## src/rtl/bnn_pkg.sv

```systemverilog
// Shared types and constants for the binary dense layer: sequencer states, layer geometry,
// status codes and a byte popcount helper.
package bnn_pkg;

    typedef enum logic [2:0] {
        StIdle,
        StFetch,
        StDrain,
        StCompare,
        StDone
    } seq_state_t;

    localparam int unsigned IMG_BYTE_SIZE  = 113;
    localparam int unsigned N_CLASSES      = 10;
    localparam int unsigned SCORE_W        = 10;
    localparam int unsigned W_ADDR_W       = 11;
    localparam logic [7:0]  LAST_BYTE_MASK = 8'hF0;

    localparam int unsigned BUF_ADDR_W = 7;
    localparam int unsigned CLASS_W    = 4;

    // Controller-visible status codes shared with the top-level FSM.
    localparam logic [1:0] STATUS_IDLE  = 2'd0;
    localparam logic [1:0] STATUS_BUSY  = 2'd1;
    localparam logic [1:0] STATUS_DONE  = 2'd2;
    localparam logic [1:0] STATUS_ERROR = 2'd3;

    function automatic logic [3:0] popcount8(input logic [7:0] v);
        logic [3:0] cnt;
        cnt = '0;
        for (int i = 0; i < 8; i++) begin
            cnt = cnt + {3'b000, v[i]};
        end
        return cnt;
    endfunction

endpackage

```

## src/rtl/bnn_dense_sequencer_if.sv

```systemverilog
// Bus bundle between the dense-layer sequencer and its image buffer, weight ROM and controller.
interface bnn_dense_sequencer_if #(
    parameter int unsigned W_ADDR_W = 11,
    parameter int unsigned SCORE_W  = 10
);

    logic                bnn_enable;
    logic                buf_rd_en;
    logic [6:0]          buf_rd_addr;
    logic [7:0]          buf_rd_data;
    logic                w_rd_en;
    logic [W_ADDR_W-1:0] w_rd_addr;
    logic [7:0]          w_rd_data;
    logic                busy;
    logic                result_ready;
    logic [3:0]          result_out;
    logic [SCORE_W-1:0]  result_score;

    modport master (
        input  bnn_enable,
        input  buf_rd_data,
        input  w_rd_data,
        output buf_rd_en,
        output buf_rd_addr,
        output w_rd_en,
        output w_rd_addr,
        output busy,
        output result_ready,
        output result_out,
        output result_score
    );

    modport slave (
        output bnn_enable,
        output buf_rd_data,
        output w_rd_data,
        input  buf_rd_en,
        input  buf_rd_addr,
        input  w_rd_en,
        input  w_rd_addr,
        input  busy,
        input  result_ready,
        input  result_out,
        input  result_score
    );

endinterface

```

## src/rtl/xnor_popcount8.sv

```systemverilog
// Per-byte binary match count: number of equal bit positions between a and b within mask.
module xnor_popcount8
    import bnn_pkg::*;
(
    input  logic [7:0] a,
    input  logic [7:0] b,
    input  logic [7:0] mask,
    output logic [3:0] count
);

    logic [7:0] match;

    always_comb begin
        match = ~(a ^ b) & mask;
        count = popcount8(match);
    end

endmodule

```

## src/rtl/bnn_dense_sequencer.sv

```systemverilog
// Walks image and weight bytes once per class, accumulates XNOR-popcount scores and reports the
// arg-max class (ties to the lowest index) to the controller.
module bnn_dense_sequencer
    import bnn_pkg::*;
#(
    parameter int unsigned IMG_BYTE_SIZE  = bnn_pkg::IMG_BYTE_SIZE,
    parameter int unsigned N_CLASSES      = bnn_pkg::N_CLASSES,
    parameter logic [7:0]  LAST_BYTE_MASK = bnn_pkg::LAST_BYTE_MASK,
    parameter int unsigned SCORE_W        = bnn_pkg::SCORE_W,
    parameter int unsigned W_ADDR_W       = bnn_pkg::W_ADDR_W
) (
    input  logic                     clk,
    input  logic                     rst,
    bnn_dense_sequencer_if.master    bus
);

    localparam logic [6:0] LastByte  = 7'(IMG_BYTE_SIZE - 1);
    localparam logic [3:0] LastClass = 4'(N_CLASSES - 1);

    seq_state_t          state_q, state_d;
    logic [6:0]          byte_idx_q, byte_idx_d;
    logic [W_ADDR_W-1:0] w_addr_q, w_addr_d;
    logic [3:0]          class_q, class_d;
    logic [SCORE_W-1:0]  acc_q, acc_d;
    logic [SCORE_W-1:0]  best_score_q, best_score_d;
    logic [3:0]          best_class_q, best_class_d;
    // Read data lags issue by one cycle; these remember what the returning byte is.
    logic                pend_q, pend_d;
    logic                pend_last_q, pend_last_d;

    logic [7:0]          term_mask;
    logic [3:0]          term;

    xnor_popcount8 u_xnor_popcount8 (
        .a     (bus.buf_rd_data),
        .b     (bus.w_rd_data),
        .mask  (term_mask),
        .count (term)
    );

    always_comb begin
        state_d      = state_q;
        byte_idx_d   = byte_idx_q;
        w_addr_d     = w_addr_q;
        class_d      = class_q;
        acc_d        = acc_q;
        best_score_d = best_score_q;
        best_class_d = best_class_q;
        pend_d       = 1'b0;
        pend_last_d  = 1'b0;
        term_mask    = pend_last_q ? LAST_BYTE_MASK : 8'hFF;

        if (pend_q) begin
            acc_d = acc_q + SCORE_W'(term);
        end

        unique case (state_q)
            StIdle: begin
                if (bus.bnn_enable) begin
                    state_d    = StFetch;
                    byte_idx_d = '0;
                    w_addr_d   = '0;
                    class_d    = '0;
                    acc_d      = '0;
                end
            end
            StFetch: begin
                pend_d      = 1'b1;
                pend_last_d = (byte_idx_q == LastByte);
                w_addr_d    = w_addr_q + W_ADDR_W'(1);
                if (byte_idx_q == LastByte) begin
                    byte_idx_d = '0;
                    state_d    = StDrain;
                end else begin
                    byte_idx_d = byte_idx_q + 7'd1;
                end
            end
            StDrain: begin
                state_d = StCompare;
            end
            StCompare: begin
                if (class_q == '0 || acc_q > best_score_q) begin
                    best_class_d = class_q;
                    best_score_d = acc_q;
                end
                if (class_q == LastClass) begin
                    state_d = StDone;
                end else begin
                    state_d = StFetch;
                    class_d = class_q + 4'd1;
                    acc_d   = '0;
                end
            end
            StDone: begin
                state_d = StDone;
            end
            default: begin
                state_d = StIdle;
            end
        endcase

        // Dropping the enable aborts from any state; no partial result is reported.
        if (state_q != StIdle && !bus.bnn_enable) begin
            state_d     = StIdle;
            pend_d      = 1'b0;
            pend_last_d = 1'b0;
        end
    end

    always_ff @(posedge clk) begin
        if (rst) begin
            state_q      <= StIdle;
            byte_idx_q   <= '0;
            w_addr_q     <= '0;
            class_q      <= '0;
            acc_q        <= '0;
            best_score_q <= '0;
            best_class_q <= '0;
            pend_q       <= 1'b0;
            pend_last_q  <= 1'b0;
        end else begin
            state_q      <= state_d;
            byte_idx_q   <= byte_idx_d;
            w_addr_q     <= w_addr_d;
            class_q      <= class_d;
            acc_q        <= acc_d;
            best_score_q <= best_score_d;
            best_class_q <= best_class_d;
            pend_q       <= pend_d;
            pend_last_q  <= pend_last_d;
        end
    end

    assign bus.buf_rd_en    = (state_q == StFetch);
    assign bus.w_rd_en      = (state_q == StFetch);
    assign bus.buf_rd_addr  = byte_idx_q;
    assign bus.w_rd_addr    = w_addr_q;
    assign bus.busy         = (state_q != StIdle) && (state_q != StDone);
    assign bus.result_ready = (state_q == StDone);
    assign bus.result_out   = best_class_q;
    assign bus.result_score = best_score_q;

endmodule
```

## src/flat_wrapper.sv

```systemverilog
// flat-port wrapper written by rule: the top's interface ports become plain ports
module bnn_dense_sequencer_flat import bnn_pkg::*;
#(
    parameter int unsigned IMG_BYTE_SIZE  = bnn_pkg::IMG_BYTE_SIZE,
    parameter int unsigned N_CLASSES      = bnn_pkg::N_CLASSES,
    parameter logic [7:0]  LAST_BYTE_MASK = bnn_pkg::LAST_BYTE_MASK,
    parameter int unsigned SCORE_W        = bnn_pkg::SCORE_W,
    parameter int unsigned W_ADDR_W       = bnn_pkg::W_ADDR_W
)
  (clk, rst, bus_bnn_enable, bus_buf_rd_data, bus_w_rd_data, bus_buf_rd_en, bus_buf_rd_addr, bus_w_rd_en, bus_w_rd_addr, bus_busy, bus_result_ready, bus_result_out, bus_result_score);
  bnn_dense_sequencer_if #(.W_ADDR_W(W_ADDR_W), .SCORE_W(SCORE_W)) bus_i ();
  input  logic clk;
  input  logic rst;
  input wire logic [$bits(bus_i.bnn_enable)-1:0] bus_bnn_enable;
  input wire logic [$bits(bus_i.buf_rd_data)-1:0] bus_buf_rd_data;
  input wire logic [$bits(bus_i.w_rd_data)-1:0] bus_w_rd_data;
  output wire logic [$bits(bus_i.buf_rd_en)-1:0] bus_buf_rd_en;
  output wire logic [$bits(bus_i.buf_rd_addr)-1:0] bus_buf_rd_addr;
  output wire logic [$bits(bus_i.w_rd_en)-1:0] bus_w_rd_en;
  output wire logic [$bits(bus_i.w_rd_addr)-1:0] bus_w_rd_addr;
  output wire logic [$bits(bus_i.busy)-1:0] bus_busy;
  output wire logic [$bits(bus_i.result_ready)-1:0] bus_result_ready;
  output wire logic [$bits(bus_i.result_out)-1:0] bus_result_out;
  output wire logic [$bits(bus_i.result_score)-1:0] bus_result_score;
  assign bus_i.bnn_enable = bus_bnn_enable;
  assign bus_i.buf_rd_data = bus_buf_rd_data;
  assign bus_i.w_rd_data = bus_w_rd_data;
  assign bus_buf_rd_en = bus_i.buf_rd_en;
  assign bus_buf_rd_addr = bus_i.buf_rd_addr;
  assign bus_w_rd_en = bus_i.w_rd_en;
  assign bus_w_rd_addr = bus_i.w_rd_addr;
  assign bus_busy = bus_i.busy;
  assign bus_result_ready = bus_i.result_ready;
  assign bus_result_out = bus_i.result_out;
  assign bus_result_score = bus_i.result_score;
  bnn_dense_sequencer #(.IMG_BYTE_SIZE(IMG_BYTE_SIZE), .N_CLASSES(N_CLASSES), .LAST_BYTE_MASK(LAST_BYTE_MASK), .SCORE_W(SCORE_W), .W_ADDR_W(W_ADDR_W)) u_core (.clk(clk), .rst(rst), .bus(bus_i));
endmodule
```

## config.mk

```make
export PLATFORM = sky130hd
export DESIGN_NAME = bnn_dense_sequencer_flat
export DESIGN_NICKNAME = d
export VERILOG_FILES = /design/src/rtl/bnn_pkg.sv /design/src/rtl/bnn_dense_sequencer_if.sv /design/src/rtl/xnor_popcount8.sv /design/src/rtl/bnn_dense_sequencer.sv /design/src/flat_wrapper.sv
export SDC_FILE = /design/constraint.sdc
export NUM_CORES = 1
export LEC_CHECK = 0
export CAP_MARGIN = 10
export CORE_MARGIN = 2
export CORE_UTILIZATION = 52
export CTS_CLUSTER_DIAMETER = 60
export DETAILED_ROUTE_END_ITERATION = 10
export GPL_TIMING_DRIVEN = 0
export PLACE_DENSITY = 0.8
export SYNTH_ARGS = -nofsm -noshare
export SYNTH_HDL_FRONTEND = slang
export SYNTH_HIERARCHICAL = 1
export SYNTH_SLANG_ARGS = --single-unit
```

## constraint.sdc

```tcl
create_clock -name clk -period 4.85 [get_ports clk]
set_input_delay 0.7275 -clock clk [delete_from_list [all_inputs] [get_ports clk]]
set_output_delay 0.7275 -clock clk [all_outputs]
set_load 0.02 [all_outputs]
```

# == Word level (Yosys, flattened, before mapping) ==
# Index checks and enable logic that the tools add are counted.
# totals
regBits,51
output_inout_bits,36
word_cells,68
in_bits,19
# op_classes
muxes,18
reduce_logical,15
n_addsub,11
n_lt_le_gt_ge,1
n_bitwise,4
eq_ne,10
# op_table
operator,n
10-bit two-way mux,3
11-bit one-hot mux with 2 select lines,1
10-bit one-hot mux with 2 select lines,1
4-bit by 1-bit adder with 4-bit output,4
3-bit one-hot mux with 5 select lines,1
7-bit two-way mux,2
7-bit one-hot mux with 2 select lines,1
4-bit two-way mux,3
11-bit by 1-bit adder with 11-bit output (second input constant),1
11-bit two-way mux,1
10-bit by 4-bit adder with 10-bit output,1
10-bit greater-than comparator,1
3-bit two-way mux,3
8-bit bitwise AND,1
8-bit inverter,1
4-bit one-hot mux with 2 select lines,1
8-bit bitwise XOR,1
7-bit by 1-bit adder with 7-bit output (second input constant),1
7-bit == test (second input constant),1
3-bit by 2-bit == test with 1-bit output (second input constant),2
2-bit AND reduction,3
3-bit by 1-bit adder with 4-bit output,1
4-bit by 1-bit adder with 4-bit output (second input constant),1
4-bit == test (second input constant),1
other kinds (19),22

# == Depth between registers and ports, before layout ==
# depth
depth_word,14
ltp_mapped,16
ltp_nobuf,16

# == Cells and area by module ==
# The synthesis kept the hierarchy.
# by_module_without_submodules
module,cells_each,area_per_inst_um2,n_inst,seq_area_each_um2
bnn_dense_sequencer,294,2588.7,1,1021.0
xnor_popcount8,33,271.5,1,0.0

# == Worst setup path before layout ==
# No wires, ideal clock.
# synth_timing
path_type,input port to flip-flop
start,in bus_w_rd_data[0]
end,reg u_core.acc_q[6]
stages,16
setup_time_ns,0.117
arrival_ns,4.333
required_ns,4.733
path_buffers,0
path_slack_ns,0.400
path_cell_list,xnor2_1 nand2_1 fa_1 fa_1 inv_1 fa_1 ha_1 inv_1 fa_1 inv_1 fa_1 a21o_1 a21oi_1 nor3b_1 xnor2_1 nor2_1
# synth_via
elab_chain_len,14
word_cells_on_any_way,15
classes_between,add/sub (8); mux (4); bitwise (3)
# synth_lines
element,line_no,text
start: declaration,flat_wrapper.sv:16,input wire logic [$bits(bus_i.w_rd_data)-1:0] bus_w_rd_data;
8-bit bitwise XOR (*),xnor_popcount8.sv:14,match = ~(a ^ b) & mask;
8-bit inverter (*),xnor_popcount8.sv:14,
8-bit bitwise AND (*),xnor_popcount8.sv:14,
1-bit by 1-bit adder with 2-bit output (*),bnn_pkg.sv:32,"cnt = cnt + {3'b000, v[i]};"
2-bit by 1-bit adder with 3-bit output (*),bnn_pkg.sv:32,
3-bit by 1-bit adder with 4-bit output (*),bnn_pkg.sv:32,
4-bit by 1-bit adder with 4-bit output (*) (4 in series),bnn_pkg.sv:32,
named net u_core.term[1],bnn_dense_sequencer.sv:32,logic [3:0] term;
10-bit by 4-bit adder with 10-bit output (*),bnn_dense_sequencer.sv:54,acc_d = acc_q + SCORE_W'(term);
10-bit two-way mux (*),bnn_dense_sequencer.sv:53,if (pend_q) begin
"10-bit two-way mux, on equally long branches","bnn_dense_sequencer.sv:86, bnn_dense_sequencer.sv:59",
10-bit one-hot mux with 2 select lines (*),bnn_dense_sequencer.sv:57,unique case (state_q)
end signal: assignment,bnn_dense_sequencer.sv:116,acc_q <= '0;
end signal: assignment,bnn_dense_sequencer.sv:126,acc_q <= acc_d;
end: declaration,bnn_dense_sequencer.sv:24,"logic [SCORE_W-1:0] acc_q, acc_d;"
# The timed path passes the listed nets; every way through them passes the cells marked *.
# A chain may end at the register's enable or synchronous reset.

# == Final worst setup path ==
# layout_timing
start,in bus_w_rd_data[3]
end,reg u_core.acc_q[7]
# layout_via
elab_chain_len,12
word_cells_on_any_way,13
classes_between,add/sub (6); mux (4); bitwise (3)
# layout_lines
element,line_no
8-bit bitwise XOR (*),xnor_popcount8.sv:14
8-bit inverter (*),xnor_popcount8.sv:14
8-bit bitwise AND (*),xnor_popcount8.sv:14
3-bit by 1-bit adder with 4-bit output (*),bnn_pkg.sv:32
4-bit by 1-bit adder with 4-bit output (*) (4 in series),bnn_pkg.sv:32
named net u_core.term[1],bnn_dense_sequencer.sv:32
10-bit by 4-bit adder with 10-bit output (*),bnn_dense_sequencer.sv:54
10-bit two-way mux (*),bnn_dense_sequencer.sv:53
"10-bit two-way mux, on equally long branches","bnn_dense_sequencer.sv:86, bnn_dense_sequencer.sv:59"
10-bit one-hot mux with 2 select lines (*),bnn_dense_sequencer.sv:57
# Marks and branches as above.

==> qor.csv <==
metric,value,unit
Area Overhead vs Synth,25.85,%
final clock skew,4.045,ps
sequential share of the synthesized area,0.3570,
"commonest non-fill, non-tap cells in the layout","clkdlybuf4s50_1 (53), dfxtp_1 (51), nor2_1 (37), nand2_1 (27), inv_1 (25)",
Worst-Skew Late Latency,310,ps
GR Overflow Total,0,
clock sinks,51,
max incr delay on CP,550,ps
Hold Fails Final Rpt,0,
"Max stage delay cell, worst path",fa_1,
Die ar.,6110,um2
vias in the first global route,2332,
H-tree depth,2,
DRC violations left,0,
Layout Nets,437,
Int Power,0.0006005,W
Layout Utilization,0.6660,
CP most frequent cell,fa_1,
CP Class,in -> reg,
Clock power frac,0.300,
fin crit share,0.9642,
mapped cell area,2860,um2
Post-synth EDFFs,0,
RSZ-0062 raised after global routing,no,
worst path required time,5100,ps
synthesis-stage register bit count,51,
Hold WC Path Type,reg -> reg,
# hold bufs at CTS,0,
warnings from Yosys,6,
# diodes,0,
initial antenna violation count,0,
maximum clock rate,0.2138,GHz
post-CTS setup buffer count,0,
Initial DRT Pass Iterations,5,
"Max FO, Critical Path",6,
crit path launch type,input port,
FILL cells,470,
CP endpoint kind,flop,
final setup violation count,0,
Sequential Power Share,0.505,
final worst slack,173.5,ps
global-route wire length before repair,10.27,mm
initial core utilization,0.5292,
critical-path cell list,clkdlybuf4s50_1 > xnor2_1 > nand2_1 > fa_1 > fa_1 > inv_1 > fa_1 > ha_2 > inv_1 > fa_1 > inv_1 > ha_1 > a21o_1 > a21o_1 > a21oi_4 > or3_1 > a21oi_1,
Die H,78.17,um
Cells after Synth,327,
clock root buffer,clkbuf_8,
post-place setup slack,-330.5,ps
final worst path period need,4676,ps
post-DR vias/cell,5.417,
drt wl/cell,13.34,um
clk slew on worst S/H paths,100,ps
Tot GR Track Use,0.2071,
Max Slew Vio Count,0,
starting DRC count in detailed routing,147,
CTS Buf Count,5,
Final HPWL DP,4.588,mm
io pins,55,
max capacitance violation total,0,
Final GP Congestion,0.8432,
multi-input logic area,1710,um2
port bufs,53,
Power Density,234.2,nW/um2
final wirelength,6.175,mm
Storage cell area,1021,um2
Post-Syn Area per Cell,8.747,um2
VDD IR-drop max,0.0001434,V
Arrival @ worst endpoint,4920,ps
DRT antenna net count,0,
pin count of the biggest net entering global routing,17,
switching fraction of total power,0.2877,
DR vias,2508,
"most common cell after layout, fill and taps aside",clkdlybuf4s50_1,
Clock Tree Buf Depth,2,
TritonCTS clock tree,yes,
# rows,27,
Most used DFF post-synth,dfxtp_1,
Core Area,5405,um2
worst hold slack,467.8,ps
LEAKAGE,1.392,nW
net switching power,0.0002426,W
ratio of cells with drive above 1 in the final layout,0.06650,
outcome,completed,
Die W,78.17,um
Yosys cell types,50,
Post-synth ARST share,0,
Logic pwr share,0.196,
-- state kept, by name, summed over array words and instances, names as in the netlist --
| register | cells |
|---|---|
| u_core/bus.w_rd_addr | 11 |
| u_core/bus.result_out | 4 |
| u_core/class_q | 4 |
| u_core/state_q | 3 |
| u_core/bus.result_score | 10 |
| u_core/acc_q | 10 |
| u_core/pend_last_q | 1 |
| u_core/bus.buf_rd_addr | 7 |
| u_core/pend_q | 1 |
-- path summary, 6_finish.rpt --
path / slack, ps / depth (start not counted) / endpoint / start
worst max register to register: 770 / 16 / u_core/acc_q[7] / u_core/pend_last_q
worst min register to register: 470 / 2 / u_core/bus.result_out[3] / u_core/bus.result_out[3]
worst max-delay path: 170 / 17 / u_core/acc_q[7] / bus_w_rd_data[3]
worst min-delay path: 470 / 2 / u_core/bus.result_out[3] / u_core/bus.result_out[3]
-- what timing repair did --
action | in CTS | in global routing
endpoints found under the setup margin | 2 | 6
pin swaps | 0 | 5
resized for setup | 1 | 4
-- cell usage after synthesis (2+ instances only) --
library cell	instances	area share
nor2_1	37	0.049
a311oi_1	4	0.012
ha_1	23	0.10
and4_1	2	0.0061
a21o_1	4	0.010
nor3_1	6	0.010
a22o_1	12	0.037
nor2b_1	3	0.0066
o21ai_0	7	0.012
dfxtp_1	51	0.36
xnor2_1	13	0.040
nand4_1	6	0.013
a31oi_1	2	0.0044
inv_1	25	0.033
buf_4	2	0.0052
and2_1	4	0.0087
and3_1	3	0.0066
nand3b_1	4	0.010
buf_2	4	0.0070
or2_2	2	0.0044
nand3_1	11	0.019
xor2_1	3	0.0092
a211oi_1	6	0.016
mux2_1	2	0.0079
fa_1	5	0.035
nand2_1	27	0.035
or3_1	5	0.011
a22oi_1	2	0.0052
mux2i_1	7	0.024
and3b_1	2	0.0061
o21ai_1	3	0.0052
clkbuf_1	4	0.0052
a21oi_1	19	0.033
-- metal layers --
metal	part of all wire	GRT usage	up-vias
met4	0.012	0.06667	0
met2	0.50	0.3647	58
li1	-	-	1261
met3	0.034	0.04253	7
met5	0	0	-
met1	0.45	0.2531	1182
-- through the flow --
step	setup TNS [ps]	instance area, um2	instances	total power, W
2_1_floorplan	0	2872	330	0.0005505
3_3_place_gp	-1448	3492	455	0.0005904
3_5_place_dp	-1868	3492	455	0.0005990
4_1_cts	0	3583	463	0.0008459
5_1_grt	0	3600	463	0.0008938
6_report	0	3600	463	0.0008431
-- kinds of logic after synthesis --
kind of cell               after synthesis  share of synthesized area
AOI/OAI and AO/OA                       65                     0.1535
DFF                                     51                     0.3570
and+or+nand+nor                        119                     0.2113
buffers and inverters                   37                    0.05599
adders and majority gates               28                     0.1356
muxes                                   10                    0.03631
xor gates and xnor gates                16                    0.04900
other                                    1                   0.001311
-- power by group through the flow --
stage	sequential, W	clock (W)	combinational, W
after detailed placement	0.000435	0	0.000164
after floorplan	0.000436	0	0.000114
after global placement	0.000435	0	0.000155
final	0.000426	0.000253	0.000165
after CTS	0.000426	0.000256	0.000165
after global routing	0.000427	0.000277	0.000191
-- cell type report --
type | count | share of cell area
repair buffers | 53 | 0.1474
inverters | 26 | 0.02746
clock inverters | 3 | 0.005214
multi-input cells | 242 | 0.4751
well taps | 72 | 0.02503
clock buffers | 5 | 0.01912
flip-flops and latches | 51 | 0.2836
plain buffers | 11 | 0.01703
-- critical path: cells and delay by family --
kind            cells  cell delay (ps)
compound gates      4              510
xor+xnor            1              110
fa+ha+maj           6             2480
buf+inv             4              640
simple gates        2              450
No activity file was read; power rests on OpenSTA's default activity.
